<file path="src/rtl/sel_mux_arb.sv">
// N-channel registered selector with valid/ready handshakes. Selects either an
// externally chosen channel or arbitrates round-robin, feeding a one-entry output stage.
module sel_mux_arb #(
  parameter int DATA_WIDTH = 3,
  parameter int NUM_CH     = 5,
  parameter int SEL_WIDTH  = 3
) (
  input  logic                         clk,
  input  logic                         rst_n,
  input  logic                         mode,
  input  logic [SEL_WIDTH-1:0]         sel,
  input  logic [NUM_CH*DATA_WIDTH-1:0] in_data,
  input  logic [NUM_CH-1:0]            in_valid,
  output logic [NUM_CH-1:0]            in_ready,
  output logic [DATA_WIDTH-1:0]        out_data,
  output logic [SEL_WIDTH-1:0]         out_ch,
  output logic                         out_valid,
  input  logic                         out_ready
);

  localparam int PTR_W = (NUM_CH > 1) ? $clog2(NUM_CH) : 1;
  localparam int SUM_W = PTR_W + 1;
  localparam int PAD_W = 2 ** SEL_WIDTH;

  logic [PTR_W-1:0]      ptr_r;
  logic [DATA_WIDTH-1:0] out_data_r;
  logic [SEL_WIDTH-1:0]  out_ch_r;
  logic                  out_valid_r;

  logic                  load_en_s;
  logic                  xfer_s;
  logic                  grant_valid_s;
  logic [SEL_WIDTH-1:0]  grant_idx_s;
  logic [PAD_W-1:0]      valid_pad_s;
  logic                  fx_valid_s;
  logic                  rr_valid_s;
  logic [SEL_WIDTH-1:0]  rr_idx_s;
  logic [SUM_W-1:0]      rr_sum_s;
  logic [PTR_W-1:0]      rr_pos_s;
  logic [DATA_WIDTH-1:0] grant_data_s;
  logic [PTR_W-1:0]      ptr_next_s;
  logic [NUM_CH-1:0]     in_ready_s;

  // Zero-padding lets an out-of-range sel index safely and read as "not valid".
  assign valid_pad_s = PAD_W'(in_valid);
  assign fx_valid_s  = valid_pad_s[sel];

  // Round-robin scan from ptr; iterating downward makes the nearest valid channel win.
  always_comb begin
    rr_valid_s = 1'b0;
    rr_idx_s   = '0;
    rr_sum_s   = '0;
    rr_pos_s   = '0;
    for (int k = NUM_CH - 1; k >= 0; k--) begin
      rr_sum_s = {1'b0, ptr_r} + SUM_W'(k);
      if (rr_sum_s >= SUM_W'(NUM_CH)) begin
        rr_sum_s = rr_sum_s - SUM_W'(NUM_CH);
      end else begin
        rr_sum_s = rr_sum_s;
      end
      rr_pos_s = PTR_W'(rr_sum_s);
      if (in_valid[rr_pos_s]) begin
        rr_valid_s = 1'b1;
        rr_idx_s   = SEL_WIDTH'(rr_pos_s);
      end else begin
        rr_valid_s = rr_valid_s;
        rr_idx_s   = rr_idx_s;
      end
    end
  end

  // Grant selection by operating mode.
  always_comb begin
    grant_valid_s = 1'b0;
    grant_idx_s   = '0;
    if (mode) begin
      grant_valid_s = rr_valid_s;
      grant_idx_s   = rr_idx_s;
    end else begin
      grant_valid_s = fx_valid_s;
      grant_idx_s   = sel;
    end
  end

  assign load_en_s = !out_valid_r || out_ready;
  assign xfer_s    = grant_valid_s && load_en_s && rst_n;

  // One-hot ready for the granted channel and the matching data word.
  always_comb begin
    in_ready_s   = '0;
    grant_data_s = '0;
    for (int i = 0; i < NUM_CH; i++) begin
      in_ready_s[i] = xfer_s && (grant_idx_s == SEL_WIDTH'(i));
      grant_data_s  = grant_data_s |
                      ((grant_idx_s == SEL_WIDTH'(i)) ? in_data[i*DATA_WIDTH +: DATA_WIDTH]
                                                      : {DATA_WIDTH{1'b0}});
    end
  end

  // Pointer moves just past the served channel, wrapping at NUM_CH.
  always_comb begin
    ptr_next_s = '0;
    if (grant_idx_s == SEL_WIDTH'(NUM_CH - 1)) begin
      ptr_next_s = '0;
    end else begin
      ptr_next_s = PTR_W'(grant_idx_s + SEL_WIDTH'(1));
    end
  end

  // Output stage and arbitration pointer.
  always_ff @(posedge clk or negedge rst_n) begin
    if (!rst_n) begin
      out_data_r  <= '0;
      out_ch_r    <= '0;
      out_valid_r <= 1'b0;
      ptr_r       <= '0;
    end else if (xfer_s) begin
      out_data_r  <= grant_data_s;
      out_ch_r    <= grant_idx_s;
      out_valid_r <= 1'b1;
      ptr_r       <= ptr_next_s;
    end else if (load_en_s) begin
      out_valid_r <= 1'b0;
    end
  end

  assign in_ready  = in_ready_s;
  assign out_data  = out_data_r;
  assign out_ch    = out_ch_r;
  assign out_valid = out_valid_r;

endmodule

</file>
<file path="config.mk">
export PLATFORM = sky130hd
export DESIGN_NAME = sel_mux_arb
export DESIGN_NICKNAME = d
export VERILOG_FILES = /design/src/rtl/sel_mux_arb.sv
export SDC_FILE = /design/constraint.sdc
export NUM_CORES = 1
export LEC_CHECK = 0
export CORE_MARGIN = 2
export CORE_UTILIZATION = 46
export CTS_BUF_LIST = sky130_fd_sc_hd__clkbuf_8
export CTS_CLUSTER_DIAMETER = 50
export DETAILED_ROUTE_END_ITERATION = 8
export PLACE_DENSITY = 0.82
export SYNTH_ARGS = -nofsm -noshare
export SYNTH_HDL_FRONTEND = slang
export SYNTH_SLANG_ARGS = --single-unit
</file>
<file path="constraint.sdc">
create_clock -name clk -period 4.1 [get_ports clk]
set_clock_uncertainty 0.15 [all_clocks]
set_input_delay 0.615 -clock clk [delete_from_list [all_inputs] [get_ports clk]]
set_output_delay 0.615 -clock clk [all_outputs]
set_load 0.02 [all_outputs]
</file>
; Yosys cells after proc, flatten, opt, wreduce, memory -nomap -nowiden
; Cells that the tools add are included.
[totals]
ff_bits = 10
latchBits = 0
ramBits = 0
mem_bits_ro = 0
inputBits = 27
out_inout_bits = 12
elab_cells = 81
mem_count = 0
[op_classes]
n_addsub = 10
mul = 0
n_div = 0
magnitude_cmp = 11
n_eq_ne = 4
shift = 0
n_mux = 37
bitwise = 4
reduce_logical = 11
[ops]
columns = operator, n
row1 = $mux 3, 17
row2 = $lt 3x4->1 const B, 6
row3 = $bmux 1 s3, 6
row4 = $ge 4x3->1 const B, 4
row5 = $sub 3x3->3 const B, 5
row6 = $mux 1, 14
row7 = $or 3x3->3, 4
row8 = $add 3x2->4 const B, 2
row9 = $logic_and 1x1->1, 7
row10 = $eq 3x2->1 const B, 2
row11 = $add 3x1->4 const B, 1
row12 = $add 3x3->4 const B, 1
row13 = $add 3x1->3 const B, 1
row14 = $eq 3x1->1 const B, 1
row15 = $eq 3x3->1 const B, 1
row16 = $ge 3x3->1 const B, 1
row17 = $logic_not 3->1, 1
row18 = $reduce_bool 2->1, 1
row19 = $logic_not 1->1, 1
row20 = $logic_or 1x1->1, 1

; Depth between registers and ports, before layout
[logic_depth]
word_depth = 17
ltp_mapped = 18
mapped_depth_nobuf = 16

; Worst setup path after synthesis
; Ideal clock, no wire load.
[synth_timing]
path_kind = register -> output
startpoint = reg ptr_r[1]
endpoint = out in_ready[4]
arrival_time_ns = 3.534
required_time_ns = 3.335
slack_ns = -0.199
path_stages_with_launch = 17
path_buffers = 3
cell_sequence = dfrtp_1 clkbuf_1 inv_1 ha_1 buf_2 inv_1 mux2i_1 nand2_1 o21ai_1 nor2_1 a211oi_1 a311oi_2 inv_2 ha_1 clkbuf_1 inv_1 nor3_1
[synth_via]
elab_cells_between_ends = 45
classes_between = add/sub (9) / order compare (5) / eq/ne (1) / mux (27) / reduce/logical (3)
[synth_lines]
columns = item, line_no
row1 = "start, declared", 25  ; logic [PTR_W-1:0] ptr_r;
row2 = "start signal, assigned", 121  ; ptr_r <= ptr_next_s;
row3 = $add 3x3->4, 55  ; rr_sum_s = {1'b0, ptr_r} + SUM_W'(k);
row4 = $ge 4x3->1 / $sub 3x3->3 (equally long branches), "56, 57"
row5 = $mux 3, 56  ; if (rr_sum_s >= SUM_W'(NUM_CH)) begin
row6 = $bmux 1 s3, 62  ; if (in_valid[rr_pos_s]) begin
row7 = $mux 1 (implied by the code), 62
row8 = $mux 3 (4 in a row), 62
row9 = $mux 3 *, 62
row10 = $mux 3 *, 76  ; if (mode) begin
row11 = via grant_idx_s[0], 33  ; logic [SEL_WIDTH-1:0] grant_idx_s;
row12 = $eq 3x3->1 *, 93  ; in_ready_s[i] = xfer_s && (grant_idx_s == SEL_WIDTH'(i));
row13 = $logic_and 1x1->1 *, 93
row14 = "end, declared", 14  ; output logic [NUM_CH-1:0] in_ready,
; The timed path passes the listed nets; every way through them passes the cells marked *. The select of a mux whose other input is x is not followed.

; Final worst setup path
[layout_timing]
startpoint = reg ptr_r[1]
endpoint = out in_ready[0]
[layout_via]
elab_chain_len = 14
elab_cells_between_ends = 45
classes_between = add/sub (9) / order compare (5) / mux (27) / reduce/logical (4)
[layout_lines]
columns = item, line_no
row1 = $add 3x3->4, 55
row2 = $ge 4x3->1 / $sub 3x3->3 (equally long branches), "56, 57"
row3 = $mux 3, 56
row4 = $bmux 1 s3, 62
row5 = $mux 1 (implied by the code), 62
row6 = $mux 1 (5 in a row), 62
row7 = $mux 1, 76
row8 = $logic_and 1x1->1 (2 in a row), 86  ; assign xfer_s = grant_valid_s && load_en_s && rst_n;
row9 = $logic_and 1x1->1 *, 93
; Every way passes the cells marked *; elsewhere a longest branch is shown, timed or not. The select of a mux whose other input is x is not followed.

==> results by group <==
Yosys
  – Most frequent cell after synthesis: a21oi_1
  – Top cells by count, synth: a21oi_1 (17), nand2_1 (15), nor2_1 (14)
  – Netlist Area Pre-Place: 1830 µm²
  – Warnings, synthesis: 0
  – Synth Area in Simple Gates: 23.5%
  – Synth area leaders: dfrtp_1 (14%), ha_1 (8.9%), a21oi_1 (4.7%), mux2i_1 (4.4%), nand2_1 (3.1%)
  – Largest family of logic cells by synthesized area: compound AO/OA/AOI/OAI gates
  – Post-synthesis adder-cell area fraction: 9.99%
  – Synth top area share: 13.7%
  – Leading area contributor after synthesis: dfrtp_1
  – Fraction of registers with async set/reset: 100%
  – Dominant synthesized flop cell: dfrtp_1
  – Syn nets: 269
  – Post-synthesis compound-gate area fraction: 34.8%
  – EDFF count, synth: 0
  – Seq/Total Area, Yosys: 13.7%
  – Mux share of post-synthesis cell area: 8.08%
  – Syn Area/Cell: 8.02 µm²
  – Post-Synth XOR/XNOR Area: 2.81%
  – Seq cells post-synth: 10
  – Post-synthesis instance total: 228
  – Library cells used by synthesis: 68

Critical path
  – RR Startpoint: ptr_r[1]
  – Arr. time, crit path: 3880 ps
  – Crit path max fanout: 9
  – Reg2reg path depth: 18
  – WS Path Type: register to primary output
  – R2R Setup Slk: -150 ps
  – WP data required: 3340 ps
  – R2r endpoint: out_data[1]
  – CP Launch Type: register
  – Crit path capture type: primary output

Route
  – Met1 WL: 3.89 mm
  – Total wire length: 11.3 mm
  – Vias per inst: 7.20
  – DR top layer: met4
  – DRT iter0 DRCs: 620
  – Number of routed nets with antenna violations: 0
  – Drt first pass iters: 5
  – Drc violations: 0
  – Drt wl/cell: 27.1 µm
  – Wire length on met3: 1.43 mm
  – Vias: 3001
  – Routed wl met2: 5.03 mm

STA
  – Fmax: 215 MHz
  – Final count of hold timing violations: 0
  – Max-slew violation count: 0
  – RSZ-0062 raised after global routing: yes
  – Tmin final: 4650 ps
  – Final setup margin: -547 ps
  – Rel. slew slack: 57.6%
  – Slew @ Worst Pin: 628 ps
  – Post-route clock period utilization: 113%
  – Final setup fails: 10

Clock tree
  – CTS Root Cell: clkbuf_8
  – H-tree Lvls: 1
  – Worst-skew pair later-pin latency: 250 ps
  – Clock Tree Buf Depth: 2
  – Clk pin slew, worst setup/hold paths: 60 ps
  – Hold Buf Count CTS: 0
  – CTS Buf Count: 3
  – CTS sink cnt: 10
  – TritonCTS clock tree: yes

Global routing
  – GRT Total Usage: 44.3%
  – GRT overflow: 0
  – Vias in the first global route: 2770
  – Largest net degree at the start of global routing: 25
  – Initial antenna violation count: 0
  – First-pass GRT wire length: 14.6 mm

Die
  – Total die area: 4490 µm²
  – Row cnt: 22
  – IO Pins: 39
  – Starting Density: 48.8%
  – Die height: 67.0 µm
  – Core ar.: 3740 µm²
  – Die Wd: 67.0 µm

Placed design
  – Final Wtd Congestion: 0.931
  – Post-DP HPWL: 5.18 mm
  – PortBufs: 38
  – Placed Cells: 388

Min path
  – Hold Crit Depth: 1
  – Hold Path Class: register to register
  – Hold Path End: out_ch[1]
  – Min-delay src: out_ch[1]

Final layout
  – # diodes: 0
  – Non-Filler Instances: 417
  – Area growth, synth to finish: 93.4%
  – Layout cells sized above 1: 53.7%
  – # fillers: 116
  – Nets: 411

Flow run
  – Max cap viols: 0

Outcome
  – Status: complete, but fails checks
  – Failing checks: negative setup slack
## registers in the layout, summed over array words and instances, names as in the netlist
register / count
out_valid: 1
ptr_r: 3
out_data: 3
out_ch: 3
## repair_timing
item | CTS | global route
endpoints found under the hold margin | 0 | 0
setup endpoints to repair | 8 | 11
pin swaps | 22 | 22
buffers inserted | 20 | 7
resized for setup | 87 | 29
## layer usage
metal,track usage (%),vias up
met3,9.63,116
met4,27.0,0
li1,-,1140
met2,73.6,369
met5,0,-
met1,51.3,1376
## per-stage QoR
step | hold slack [ps] | instance area (µm²) | setup WS (ps) | util [%] | setup TNS [ps]
after global routing | 399 | 3530 | -431 | 94.4 | -2600
after floorplan | 169 | 1840 | -1.05 | - | -1.05
after CTS | 350 | 3360 | -59.4 | 89.6 | -185
after detailed placement | 334 | 2870 | -497 | 76.7 | -2100
final | 396 | 3530 | -547 | 94.4 | -3030
after global placement | 335 | 2870 | -386 | 76.7 | -1630
## cell usage in the layout (no fill, tap or decap), types with 3 or more instances in the layout
cell type and count:
clkbuf_8 4, nand3b_1 4, and3_4 3, nor3_1 5, nand3_1 5, a31oi_1 4
o21ai_0 4, nand2b_1 7, nor2b_1 3, inv_4 3, o211ai_1 7, xnor2_2 3
buf_6 11, ha_4 10, a21oi_4 3, a21oi_1 15, mux2i_1 5, nor2_1 11
inv_1 6, mux2i_2 3, a22o_1 3, buf_4 108, nand2_1 13, clkdlybuf4s50_1 33
dfrtp_1 8, o22ai_1 5
## worst max-delay path by stage
stage                startpoint           to  slack, ps  cells after the start
detailed placement     ptr_r[1]  in_ready[3]       -500                     15
global route           ptr_r[1]  in_ready[0]       -430                     16
finish                 ptr_r[1]  in_ready[0]       -550                     16
global placement    in_valid[3]  in_ready[3]       -390                     14
floorplan              ptr_r[1]  in_ready[4]         -1                     16
CTS                    ptr_r[0]  in_ready[3]        -60                     16
## cells by family (layout without fill, tap and decap cells)
family,after synthesis,after routing
buffers and inverters,28,169
xor gates and xnor gates,5,5
muxes,13,13
AOI/OAI and AO/OA,81,81
and+or+nand+nor,77,77
DFF,10,10
adders and majority gates,14,14
## cell type report
| cell class | instances | area [µm²] | share of cell area, % |
|---|---|---|---|
| Multi-Input combinational cell | 190 | 1840 | 52.1 |
| Timing Repair Buffer | 152 | 1260 | 35.8 |
| Sequential cell | 10 | 253 | 7.15 |
| Inverter | 13 | 61.3 | 1.73 |
| Tap cell | 48 | 60.1 | 1.70 |
| Clock buffer | 4 | 55.1 | 1.56 |
## worst max-delay path, stage by stage, from the launching register on
cell and delay, ps:
dfrtp_2 450, inv_1 130, buf_4 200, ha_4 210, nand2b_1 180, nand2_2 140
buf_4 170, o41ai_1 520, nor4_2 100, buf_4 160, buf_4 130, buf_4 120
nor3_1 390, a41oi_2 180, buf_4 200, and3_4 190, buf_6 130
Power is not shown: default switching activity piles up to over one toggle a cycle in this logic, so the estimate is an artifact.
